## src/rtl/raw_window_crop.sv

```systemverilog
// Crops a RAW10 fv/lv/pd stream to a fixed Bayer-aligned window with 1-clk latency and reports
// per-frame line count, frame counter and short-line/short-frame flags; CROP_STATS_EN adds a pixel sum.
module raw_window_crop #(
   parameter int X_OFFSET = 0,
   parameter int Y_OFFSET = 0,
   parameter int X_SIZE   = 1280,
   parameter int Y_SIZE   = 720,
   parameter int CNT_W    = 12
) (
   input  logic             clk,
   input  logic             reset_n,
   input  logic             fv_i,
   input  logic             lv_i,
   input  logic [9:0]       pd_i,
   output logic             fv_o,
   output logic             lv_o,
   output logic [9:0]       pd_o,
   output logic [7:0]       frame_count_o,
   output logic [CNT_W-1:0] lines_o,
   output logic             short_line_o,
   output logic             short_frame_o
`ifdef CROP_STATS_EN
   ,
   output logic [31:0]      sum_o,
   output logic             sum_valid_o
`endif
);

   localparam logic [31:0]      X_LO    = 32'(X_OFFSET);
   localparam logic [31:0]      Y_LO    = 32'(Y_OFFSET);
   localparam logic [31:0]      X_SZ    = 32'(X_SIZE);
   localparam logic [31:0]      Y_SZ    = 32'(Y_SIZE);
   localparam logic [31:0]      X_END   = 32'(X_OFFSET + X_SIZE);
   localparam logic [31:0]      Y_END   = 32'(Y_OFFSET + Y_SIZE);
   localparam logic [CNT_W-1:0] CNT_MAX = '1;

   typedef enum logic {S_IDLE, S_FRAME} state_t;

   state_t           r_state;
   state_t           w_state_nxt;
   logic             r_fv_d;
   logic             r_act_d;
   logic [CNT_W-1:0] r_x;
   logic [CNT_W-1:0] r_y;
   logic             r_short_line;

   logic             w_start;
   logic             w_end;
   logic             w_act;
   logic             w_pix;
   logic             w_lend;
   logic             w_y_in;
   logic             w_in_win;
   logic             w_short_hit;
   logic             w_sl_nxt;
   logic [CNT_W-1:0] w_x;
   logic [CNT_W-1:0] w_y;
   logic [CNT_W-1:0] w_x_nxt;
   logic [CNT_W-1:0] w_y_nxt;

   always_ff @(posedge clk or negedge reset_n) begin
      if (!reset_n) begin
         r_state <= S_IDLE;
      end else begin
         r_state <= w_state_nxt;
      end
   end

   always_comb begin
      w_state_nxt = r_state;
      case (r_state)
         S_IDLE:  if (fv_i && !r_fv_d) w_state_nxt = S_FRAME;
         S_FRAME: if (!fv_i)           w_state_nxt = S_IDLE;
      endcase
   end

   always_comb begin
      w_start = 1'b0;
      w_end   = 1'b0;
      w_act   = 1'b0;
      case (r_state)
         S_IDLE: begin
            w_start = fv_i & ~r_fv_d;
            w_act   = fv_i & ~r_fv_d;
         end
         S_FRAME: begin
            w_act = 1'b1;
            w_end = ~fv_i;
         end
      endcase
   end

   // The rising-edge cycle already belongs to the frame, seen with freshly cleared counters.
   assign w_x    = w_start ? '0 : r_x;
   assign w_y    = w_start ? '0 : r_y;
   assign w_pix  = w_act & fv_i & lv_i;
   // A line ends when the previous cycle carried a pixel and this one does not (lv or fv fell).
   assign w_lend = w_act & r_act_d & ~(fv_i & lv_i);

   // Unsigned wrap makes (pos - lo) < size a single-sided range test.
   assign w_y_in      = (32'(w_y) - Y_LO) < Y_SZ;
   assign w_in_win    = w_pix && ((32'(w_x) - X_LO) < X_SZ) && w_y_in;
   assign w_short_hit = w_lend && w_y_in && (32'(w_x) < X_END);

   assign w_x_nxt  = w_lend ? '0 :
                     (w_pix && (w_x != CNT_MAX)) ? w_x + 1'b1 : w_x;
   assign w_y_nxt  = (w_lend && (w_y != CNT_MAX)) ? w_y + 1'b1 : w_y;
   assign w_sl_nxt = (w_start ? 1'b0 : r_short_line) | w_short_hit;

   always_ff @(posedge clk or negedge reset_n) begin
      if (!reset_n) begin
         // Held high in reset so fv_i already high at release is not taken as a frame start.
         r_fv_d        <= 1'b1;
         r_act_d       <= 1'b0;
         r_x           <= '0;
         r_y           <= '0;
         r_short_line  <= 1'b0;
         fv_o          <= 1'b0;
         lv_o          <= 1'b0;
         pd_o          <= '0;
         frame_count_o <= '0;
         lines_o       <= '0;
         short_line_o  <= 1'b0;
         short_frame_o <= 1'b0;
      end else begin
         r_fv_d  <= fv_i;
         r_act_d <= fv_i & lv_i;
         pd_o    <= pd_i;
         fv_o    <= fv_i & w_act;
         lv_o    <= w_in_win;
         if (w_act) begin
            r_x          <= w_x_nxt;
            r_y          <= w_y_nxt;
            r_short_line <= w_sl_nxt;
         end
         if (w_end) begin
            lines_o       <= w_y_nxt;
            short_frame_o <= 32'(w_y_nxt) < Y_END;
            short_line_o  <= w_sl_nxt;
            frame_count_o <= frame_count_o + 8'd1;
         end
      end
   end

`ifdef CROP_STATS_EN
   logic [31:0] r_acc;
   logic [31:0] w_acc_nxt;

   assign w_acc_nxt = (w_start ? 32'd0 : r_acc) + (w_in_win ? 32'(pd_i) : 32'd0);

   always_ff @(posedge clk or negedge reset_n) begin
      if (!reset_n) begin
         r_acc       <= '0;
         sum_o       <= '0;
         sum_valid_o <= 1'b0;
      end else begin
         sum_valid_o <= w_end;
         if (w_act) r_acc <= w_acc_nxt;
         if (w_end) sum_o <= w_acc_nxt;
      end
   end
`endif

endmodule

```

## config.mk

```make
export PLATFORM = sky130hd
export DESIGN_NAME = raw_window_crop
export DESIGN_NICKNAME = d
export VERILOG_FILES = /design/src/rtl/raw_window_crop.sv
export SDC_FILE = /design/constraint.sdc
export NUM_CORES = 1
export LEC_CHECK = 0
export CORE_AREA = 2 2 77 79
export DETAILED_ROUTE_END_ITERATION = 10
export DIE_AREA = 0 0 79 81
export GPL_TIMING_DRIVEN = 0
export HOLD_SLACK_MARGIN = 0.02
export PLACE_DENSITY = 0.81
export SYNTH_ARGS = -nofsm -noshare
export SYNTH_HDL_FRONTEND = slang
export SYNTH_SLANG_ARGS = --single-unit
```

## constraint.sdc

```tcl
create_clock -name clk -period 3.6 [get_ports clk]
set_clock_uncertainty 0.05 [all_clocks]
set_input_delay 0.9 -clock clk [delete_from_list [all_inputs] [get_ports clk]]
set_output_delay 0.9 -clock clk [all_outputs]
set_load 0.01 [all_outputs]
```

==> impl_metrics.json, run 1 <==
{
  "clock-sinks": 62,
  "grt_pass1_vias": 2176,
  "r2r_cells": 11,
  "grt_max_degree": 38,
  "drc": 0,
  "power_density_nw_per_um2": 462,
  "cp_num_cells": 12,
  "synth.most_common_cell": "dfrtp_1",
  "worstPathRequired_ns": 3.78,
  "start_util": 0.495,
  "critPathLaunchType": "primary input",
  "clockRootBuffer": "clkbuf_8",
  "path_delay_family": "simple AND/OR/NAND/NOR gates",
  "finalWirelength_um": 5890,
  "dp.cells": 385,
  "end_kind": "flip-flop",
  "vias": 2214,
  "stdcell_count": 402,
  "synthFlopType": "dfrtp_1",
  "seq_area_frac_synth": 0.553,
  "grt_usage": 0.207,
  "diodes": 0,
  "ys_top_cells_by_count": "61 x dfrtp_1, 44 x nand2_1, 13 x nor2_1",
  "synth_xor_area_frac": 0.0436,
  "drive_above_1_share": 0.125,
  "worstPathArrival_ns": 3.53,
  "grt-ovfl-total": 0,
  "power.total_uw": 1670,
  "cp_slowest_stage_delay_ns": 0.43,
  "fin_nets": 339,
  "cts.clk_slew.worst_paths_ns": 0.07,
  "core_area_um2": 5680,
  "postSynthCellCount": 262,
  "holdCritPathClass": "reg -> reg",
  "place_area_um2": 3390,
  "cts_tree": "done",
  "antenna_found_initial": 0,
  "worstPathMaxFanout": 10,
  "rsz0062_at_grt": "false",
  "via_per_inst": 5.51,
  "final_area_um2": 3610,
  "dieArea_um2": 6400,
  "die-width_um": 79,
  "areaGrowthSynthToFinish_pct": 28.6,
  "io_pins": 48,
  "hold-path-cell-count": 1,
  "drtPass1Iterations": 4,
  "cp_slowest_cell": "or3b_1",
  "min_period_over_period": 0.929,
  "gp_congestion": 0.858,
  "syn_area_um2": 2810,
  "async_flop_share": 1.00,
  "tightestPinTransition_ns": 0.637,
  "maxSlewViolCount": 0,
  "synth_cell_type_count": 53,
  "clk_path_buf_depth": 2,
  "p_leak_uw": 0.00157,
  "numCtsBuffers": 9,
  "dp_hpwl_um": 4200,
  "status": "finished clean",
  "yosysTopAreaCell": "dfrtp_1",
  "synth_seq_cells": 62,
  "portBuffers": 47,
  "htreeDepth": 3,
  "first_iter_violations": 224,
  "period_minus_slack_ns": 3.35,
  "synth_fp_nets": 279,
  "worst_ir_drop_vdd_uv": 309,
  "clock_latency_ns": 0.34,
  "crit_buf_inv": 3,
  "synth.area.top_cells": "dfrtp_1 54%, nand2_1 5.9%, xnor2_1 3.4%, nand3_1 1.8%, o21ai_0 1.8%",
  "yosys.area_share.simple": 0.224,
  "path_cells": "clkbuf_2 > or3b_1 > clkbuf_4 > and2_1 > ha_1 > and3_1 > and2_1 > a211oi_2 > and3_1 > buf_2 > a31oi_1 > a31o_1",
  "grt_pass1_wl_um": 10200,
  "die_h_um": 81,
  "wire_per_inst_um": 14.6,
  "synth_top_family_by_area": "simple AND/OR/NAND/NOR gates",
  "syn_avg_cell_area_um2": 10.7,
  "hold_viol": 0,
  "ant_nets": 0,
  "yosys.area_share.adder": 0.0134,
  "slew_headroom": 0.573,
  "path_class": "in -> reg",
  "yosysWarnings": 0,
  "synth_edf_count": 0,
  "setup_viol": 0,
  "synth-compound-area-share": 0.130,
  "synthMuxAreaShare": 0.0196,
  "synth_top_area_frac": 0.543,
  "holdWs_ns": 0.416,
  "setup_ws_ns": 0.254,
  "rows": 28,
  "maxCapViolCount": 0,
  "post-place-ws_ns": -0.745,
  "fmax_mhz": 299
}
## placed cells by master (no fill, tap or decap), types with 3 or more instances in the layout
cell / n
ha_1: 3
and4_1: 5
clkbuf_1: 4
nand3_1: 10
and3_1: 6
dfrtp_1: 61
buf_2: 4
a22o_1: 4
nand2b_1: 5
nor3_1: 4
clkbuf_8: 11
xnor2_1: 11
mux2_2: 4
clkdlybuf4s50_1: 45
o31ai_1: 5
clkinvlp_4: 3
a31oi_1: 4
xor2_1: 3
and2_1: 6
nand4_1: 7
nand2_1: 44
inv_1: 3
nor2_1: 13
a21oi_1: 8
o21ai_0: 10
## final timing paths
path                             startpoint                to  slack [ns]
max reg2reg                         r_state           r_x[11]        0.53
min reg2reg                frame_count_o[7]  frame_count_o[7]        0.42
max                                    fv_i           r_x[11]        0.25
min in group asynchronous           reset_n  frame_count_o[6]        0.51
min                        frame_count_o[7]  frame_count_o[7]        0.42
max in group asynchronous           reset_n            r_fv_d        2.33
## repair_timing
item	in CTS	in global routing
setup endpoints to repair	16	3
resized for setup	3	4
endpoints found under the hold margin	0	0
pin swaps	1	0
setup buffers	1	0
cloned	0	0
hold buffers	0	0
## flip-flops by register name, summed over array words and instances (netlist names)
| signal | cells |
|---|---|
| r_short_line | 1 |
| r_x | 12 |
| fv_o | 1 |
| r_fv_d | 1 |
| r_y | 12 |
| short_line_o | 1 |
| lv_o | 1 |
| frame_count_o | 8 |
| lines_o | 12 |
| r_act_d | 1 |
| short_frame_o | 1 |
| pd_o | 10 |
| r_state | 1 |
## per-stage QoR
step	util	setup TNS, ns
after global placement	0.595	-30.49
after detailed placement	0.597	-13.12
after global routing	0.637	0
after CTS	0.636	0
after floorplan	-	0
final	0.637	0
## power by group
part / leakage [uW] / switching (uW) / total (uW) / internal, uW
Sequential: 0.000819 / 47.6 / 798 / 751
Combinational: 0.000650 / 117 / 247 / 130
Clock: 0.0000976 / 270 / 626 / 356
Total: 0.00157 / 435 / 1670 / 1240
## worst register-to-register path, cell delays in order, from the launching register on
cell,delay [ns]
dfrtp_1,0.41
or3b_1,0.45
clkbuf_4,0.23
and2_1,0.18
ha_1,0.20
and3_1,0.20
and2_1,0.18
a211oi_2,0.36
and3_1,0.20
buf_2,0.16
a31oi_1,0.10
a31o_1,0.23
## metal layers
| metal | share of wire | GRT usage | vias to the layer above |
|---|---|---|---|
| met2 | 0.47 | 0.338 | 65 |
| met5 | 0 | 0 | - |
| met1 | 0.45 | 0.265 | 1061 |
| met3 | 0.054 | 0.0556 | 14 |
| li1 | - | - | 1074 |
| met4 | 0.018 | 0.0776 | 0 |
## cell families after synthesis
family | count (synthesis)
simple gates | 115
compound gates | 51
mux | 5
buf+inv | 12
xor+xnor | 14
fa+ha+maj | 3
flops | 62
## layout make-up
type	count	area, um2
buffer	8	37.5
clock buffer	11	151
clock inverter	5	57.6
fill	482	2060
inverter	4	15.0
multi-input combinational	188	1220
sequential	62	1550
tap	75	93.8
timing repair buffer	49	488
(Power assumes the default switching activity.)
==> inputs of run 2 (changes only) <==
--- a/config.mk
+++ b/config.mk
@@ -6,11 +6,12 @@
 export NUM_CORES = 1
 export LEC_CHECK = 0
 export CORE_AREA = 2 2 77 79
+export CTS_CLUSTER_SIZE = 24
 export DETAILED_ROUTE_END_ITERATION = 10
 export DIE_AREA = 0 0 79 81
 export GPL_TIMING_DRIVEN = 0
 export HOLD_SLACK_MARGIN = 0.02
-export PLACE_DENSITY = 0.81
+export PLACE_DENSITY = 0.77
 export SYNTH_ARGS = -nofsm -noshare
 export SYNTH_HDL_FRONTEND = slang
 export SYNTH_SLANG_ARGS = --single-unit
==> impl_metrics.json, run 2 (synthesis gave the netlist of run 1 again) <==
{
  "io_pins": 48,
  "multiInputGateArea_um2": 1230,
  "reg_top3": "lines_o (12), r_x (12), r_y (12)",
  "numCtsBuffers": 9,
  "grt_pass1_wl_um": 10500,
  "clk_path_buf_depth": 2,
  "dieArea_um2": 6400,
  "drc": 0,
  "fillers": 478,
  "worstPathMaxFanout": 10,
  "finalSetupTns_ns": 0,
  "hold_viol": 0,
  "gp_congestion": 0.863,
  "clockRootBuffer": "clkbuf_8",
  "htreeDepth": 3,
  "min_period_over_period": 0.921,
  "maxSlewViolCount": 0,
  "path_class": "in -> reg",
  "grt_usage": 0.212,
  "rows": 28,
  "holdCritPathClass": "reg -> reg",
  "fin_nets": 339,
  "fmax_mhz": 301,
  "grt_max_degree": 35,
  "cts.clk_slew.worst_paths_ns": 0.06,
  "areaGrowthSynthToFinish_pct": 28.4,
  "antenna_found_initial": 0,
  "clock-sinks": 62,
  "setup_viol": 0,
  "worstPathRequired_ns": 3.78,
  "die-width_um": 79,
  "clock_latency_ns": 0.35,
  "worstPathArrival_ns": 3.50,
  "via_per_inst": 5.61,
  "dp.cells": 385,
  "seq_area_um2": 1550,
  "maxCapViolCount": 0,
  "die_h_um": 81,
  "slew_headroom": 0.531,
  "stdcell_count": 402,
  "grt_pass1_vias": 2278,
  "drive_above_1_share": 0.125,
  "diodes": 0,
  "utilization": 0.636,
  "tightestPinTransition_ns": 0.703,
  "dp_hpwl_um": 4210,
  "status": "finished clean",
  "grt-ovfl-total": 0,
  "cts_tree": "done",
  "start_util": 0.495,
  "reg2reg_slack_ns": 0.56,
  "critPathLaunchType": "primary input",
  "mostFrequentLayoutCell": "dfrtp_1",
  "ant_nets": 0,
  "drtPass1Iterations": 4,
  "p_leak_uw": 0.00157,
  "wire_per_inst_um": 15.0,
  "worst_ir_drop_vdd_uv": 372,
  "postCtsHoldBufs": 0,
  "power_density_nw_per_um2": 455,
  "period_minus_slack_ns": 3.32,
  "vias": 2254,
  "end_kind": "flip-flop",
  "core_area_um2": 5680,
  "finalWirelength_um": 6020,
  "holdWs_ns": 0.422,
  "portBuffers": 47,
  "first_iter_violations": 139,
  "rsz0062_at_grt": "false",
  "most-common-layout-cells": "61 x dfrtp_1, 45 x clkdlybuf4s50_1, 44 x nand2_1, 13 x nor2_1, 11 x xnor2_1"
}
-- run 2: cell types whose count changed in the layout (fill, tap and decap cells not counted) --
cell | before | now
nor4_1 | 2 | 1
clkbuf_8 | 11 | 9
clkinv_2 | 1 | 3
inv_6 | 0 | 1
a211oi_4 | 0 | 1
clkinvlp_4 | 3 | 1
clkbuf_1 | 4 | 5
a211oi_2 | 2 | 1
nor4_2 | 1 | 2
-- run 2: area by class of cell --
cell class | count | share of cell area
inverters | 4 | 0.00416
flip-flops and latches | 62 | 0.430
plain buffers | 8 | 0.0104
clock inverters | 6 | 0.0170
clock buffers | 10 | 0.0354
well taps | 75 | 0.0260
repair buffers | 49 | 0.135
multi-input cells | 188 | 0.342
-- run 2: report_power, final --
| part | total [uW] | switching (uW) | internal [uW] |
|---|---|---|---|
| clock | 594 | 276 | 318 |
| combinational | 246 | 116 | 130 |
| sequential | 801 | 49.9 | 751 |
| total | 1640 | 441 | 1200 |
-- run 2: metrics by stage --
| step | cell area (um2) | power, uW | setup slack [ns] |
|---|---|---|---|
| after CTS | 3590 | 1650 | 0.125 |
| after floorplan | 2810 | 913 | 0.268 |
| final | 3610 | 1640 | 0.283 |
| after global placement | 3370 | 1050 | -0.688 |
| after detailed placement | 3390 | 1060 | -0.752 |
| after global routing | 3610 | 1720 | 0.156 |
-- run 2: timing repair --
item | 4_1_cts | 5_1_grt
setup buffers | 1 | 0
gates resized for setup | 3 | 6
endpoints found under the setup margin | 17 | 4
pin swaps | 1 | 0
-- run 2: routing by layer --
layer  share of wire  up-vias  global-route usage
met5               0        -                   0
met4           0.018        0               0.103
met3           0.058       14              0.0456
met2            0.49       69               0.347
met1            0.43     1098               0.271
li1                -     1073                   -
-- run 2: critical path, stage by stage --
cell and delay [ns]:
clkbuf_2 0.15, or3b_1 0.43, clkbuf_4 0.23, nand2_1 0.12, inv_1 0.05, ha_1 0.21
nand4_1 0.17, nor4_4 0.10, or4_4 0.55, a211oi_2 0.20, o211ai_1 0.12, a32o_1 0.26
-- run 2: worst paths after layout --
check	start	end	depth (start not counted)
min	lines_o[6]	lines_o[6]	2
max	fv_i	short_frame_o	12
min reg2reg	lines_o[6]	lines_o[6]	2
max reg2reg	r_state	short_frame_o	11
min in group asynchronous	reset_n	frame_count_o[4]	1
max in group asynchronous	reset_n	r_y[6]	2
==> inputs of run 3 (changes only) <==
--- a/config.mk
+++ b/config.mk
@@ -5,10 +5,10 @@
 export SDC_FILE = /design/constraint.sdc
 export NUM_CORES = 1
 export LEC_CHECK = 0
-export CORE_AREA = 2 2 77 79
+export CORE_AREA = 3 3 78 80
 export CTS_CLUSTER_SIZE = 24
 export DETAILED_ROUTE_END_ITERATION = 10
-export DIE_AREA = 0 0 79 81
+export DIE_AREA = 0 0 81 83
 export GPL_TIMING_DRIVEN = 0
 export HOLD_SLACK_MARGIN = 0.02
 export PLACE_DENSITY = 0.77
==> impl_metrics.json, run 3 (synthesis gave the netlist of run 1 again) <==
{
  "worstPathArrival_ns": 3.47,
  "setup_viol": 0,
  "fin_nets": 339,
  "core_area_um2": 5470,
  "finalWirelength_um": 6170,
  "gp_congestion": 0.887,
  "utilization": 0.665,
  "worst_ir_drop_vdd_uv": 370,
  "die_h_um": 83,
  "vias": 2268,
  "dp.cells": 382,
  "cp_slowest_stage_delay_ns": 0.55,
  "areaGrowthSynthToFinish_pct": 29.5,
  "drive_above_1_share": 0.125,
  "die-width_um": 81,
  "clock_latency_ns": 0.34,
  "fmax_mhz": 304,
  "slew_headroom": 0.509,
  "hold_end": "lines_o[10]",
  "r2r-end": "short_frame_o",
  "mostFrequentLayoutCell": "dfrtp_1",
  "dp_hpwl_um": 4380,
  "first_iter_violations": 219,
  "cts_tree": "done",
  "path_cells": "clkbuf_2 > or3b_4 > clkbuf_4 > nand2_1 > inv_1 > ha_1 > nand4_1 > nor4_4 > or4_4 > a211oi_2 > o211ai_1 > a32o_1",
  "maxSlewViolCount": 0,
  "most-common-layout-cells": "61 x dfrtp_1, 45 x clkdlybuf4s50_1, 44 x nand2_1, 13 x nor2_1, 12 x clkbuf_8",
  "postCtsHoldBufs": 0,
  "rsz0062_at_grt": "false",
  "worstPathMaxFanout": 10,
  "tightestPinTransition_ns": 0.736,
  "drc": 0,
  "r2r_cells": 11,
  "cts.clk_slew.worst_paths_ns": 0.06,
  "p_sw_uw": 428,
  "clockRootBuffer": "clkbuf_8",
  "antenna_found_initial": 0,
  "worstPathRequired_ns": 3.77,
  "grt-ovfl-total": 0,
  "p_leak_uw": 0.00159,
  "maxCapViolCount": 0,
  "start_util": 0.513,
  "status": "finished clean",
  "cp_slowest_cell": "or4_4",
  "reg_top3": "lines_o (12), r_x (12), r_y (12)",
  "min-delay-start": "lines_o[10]",
  "path_class": "in -> reg",
  "end_kind": "flip-flop",
  "critPathLaunchType": "primary input",
  "htreeDepth": 3,
  "hold-path-cell-count": 2,
  "seqPwrFrac": 0.458,
  "period_minus_slack_ns": 3.29,
  "grt_pass1_wl_um": 10800,
  "r2r_start": "r_state",
  "portBuffers": 47,
  "clk_path_buf_depth": 2,
  "min_period_over_period": 0.914,
  "multiInputGateArea_um2": 1220,
  "grt_max_degree": 34,
  "power_density_nw_per_um2": 482,
  "rows": 27,
  "seq_area_um2": 1550,
  "diodes": 0,
  "crit_buf_inv": 3,
  "grt_usage": 0.208,
  "holdCritPathClass": "reg -> reg",
  "clock-sinks": 62,
  "p_int_uw": 1330,
  "hold_viol": 0,
  "reg2reg_slack_ns": 0.59,
  "io_pins": 48,
  "power_frac_comb": 0.139,
  "ant_nets": 0,
  "stdcell_count": 399,
  "p_clk_frac": 0.403,
  "path_delay_family": "simple AND/OR/NAND/NOR gates",
  "p_sw_frac": 0.244,
  "wire_per_inst_um": 15.5,
  "dieArea_um2": 6720,
  "numCtsBuffers": 9,
  "grt_pass1_vias": 2218,
  "fillers": 436,
  "drtPass1Iterations": 4,
  "via_per_inst": 5.68
}
==> run 3: power by group through the flow <==
stage | Combinational (uW) | Clock, uW | Sequential, uW
after CTS | 247 | 717 | 802
after global routing | 271 | 755 | 809
after global placement | 237 | 0 | 810
after floorplan | 88.6 | 0 | 824
final | 244 | 707 | 803
after detailed placement | 245 | 0 | 814
==> run 3: how the worst max path moves through the flow <==
stage	start	endpoint	slack (ns)	cells past startpoint
6_report	fv_i	short_frame_o	0.31	12
5_1_grt	fv_i	short_frame_o	0.14	12
4_1_cts	fv_i	short_frame_o	0.13	12
3_5_place_dp	fv_i	short_frame_o	-0.77	12
3_3_place_gp	fv_i	short_frame_o	-0.70	12
2_1_floorplan	fv_i	short_frame_o	0.27	11
==> run 3: worst min-delay path: cells and delay by family, from the launching register on <==
kind               cells  cell delay, ns
and+or+nand+nor        1            0.05
AOI/OAI and AO/OA      1            0.05
DFF                    1            0.34
==> run 3: metal layers <==
layer	up-vias	part of all wire	track usage
li1	1075	-	-
met1	1110	0.44	0.275
met2	69	0.48	0.314
met3	14	0.053	0.0510
met4	0	0.027	0.104
met5	-	0	0
==> run 3: stage by stage <==
step | area (um2) | power (uW) | hold slack, ns | setup slack (ns) | TNS (ns)
floorplan | 2810 | 913 | 0.408 | 0.268 | 0
global placement | 3370 | 1050 | 0.408 | -0.705 | -31.44
detailed placement | 3390 | 1060 | 0.414 | -0.766 | -12.72
CTS | 3630 | 1770 | 0.431 | 0.126 | 0
global route | 3640 | 1830 | 0.448 | 0.139 | 0
finish | 3640 | 1750 | 0.428 | 0.308 | 0
==> run 3: layout make-up <==
| class | instances | area share |
|---|---|---|
| plain buffers | 8 | 0.0103 |
| clock buffers | 13 | 0.0464 |
| clock inverters | 3 | 0.0179 |
| inverters | 4 | 0.00413 |
| multi-input cells | 188 | 0.336 |
| flip-flops and latches | 62 | 0.427 |
| well taps | 72 | 0.0248 |
| repair buffers | 49 | 0.134 |
==> run 3: what timing repair did <==
action,4_1_cts,5_1_grt
pin swaps,1,0
gates resized for setup,4,4
setup endpoints to repair,17,1
setup buffers,1,0
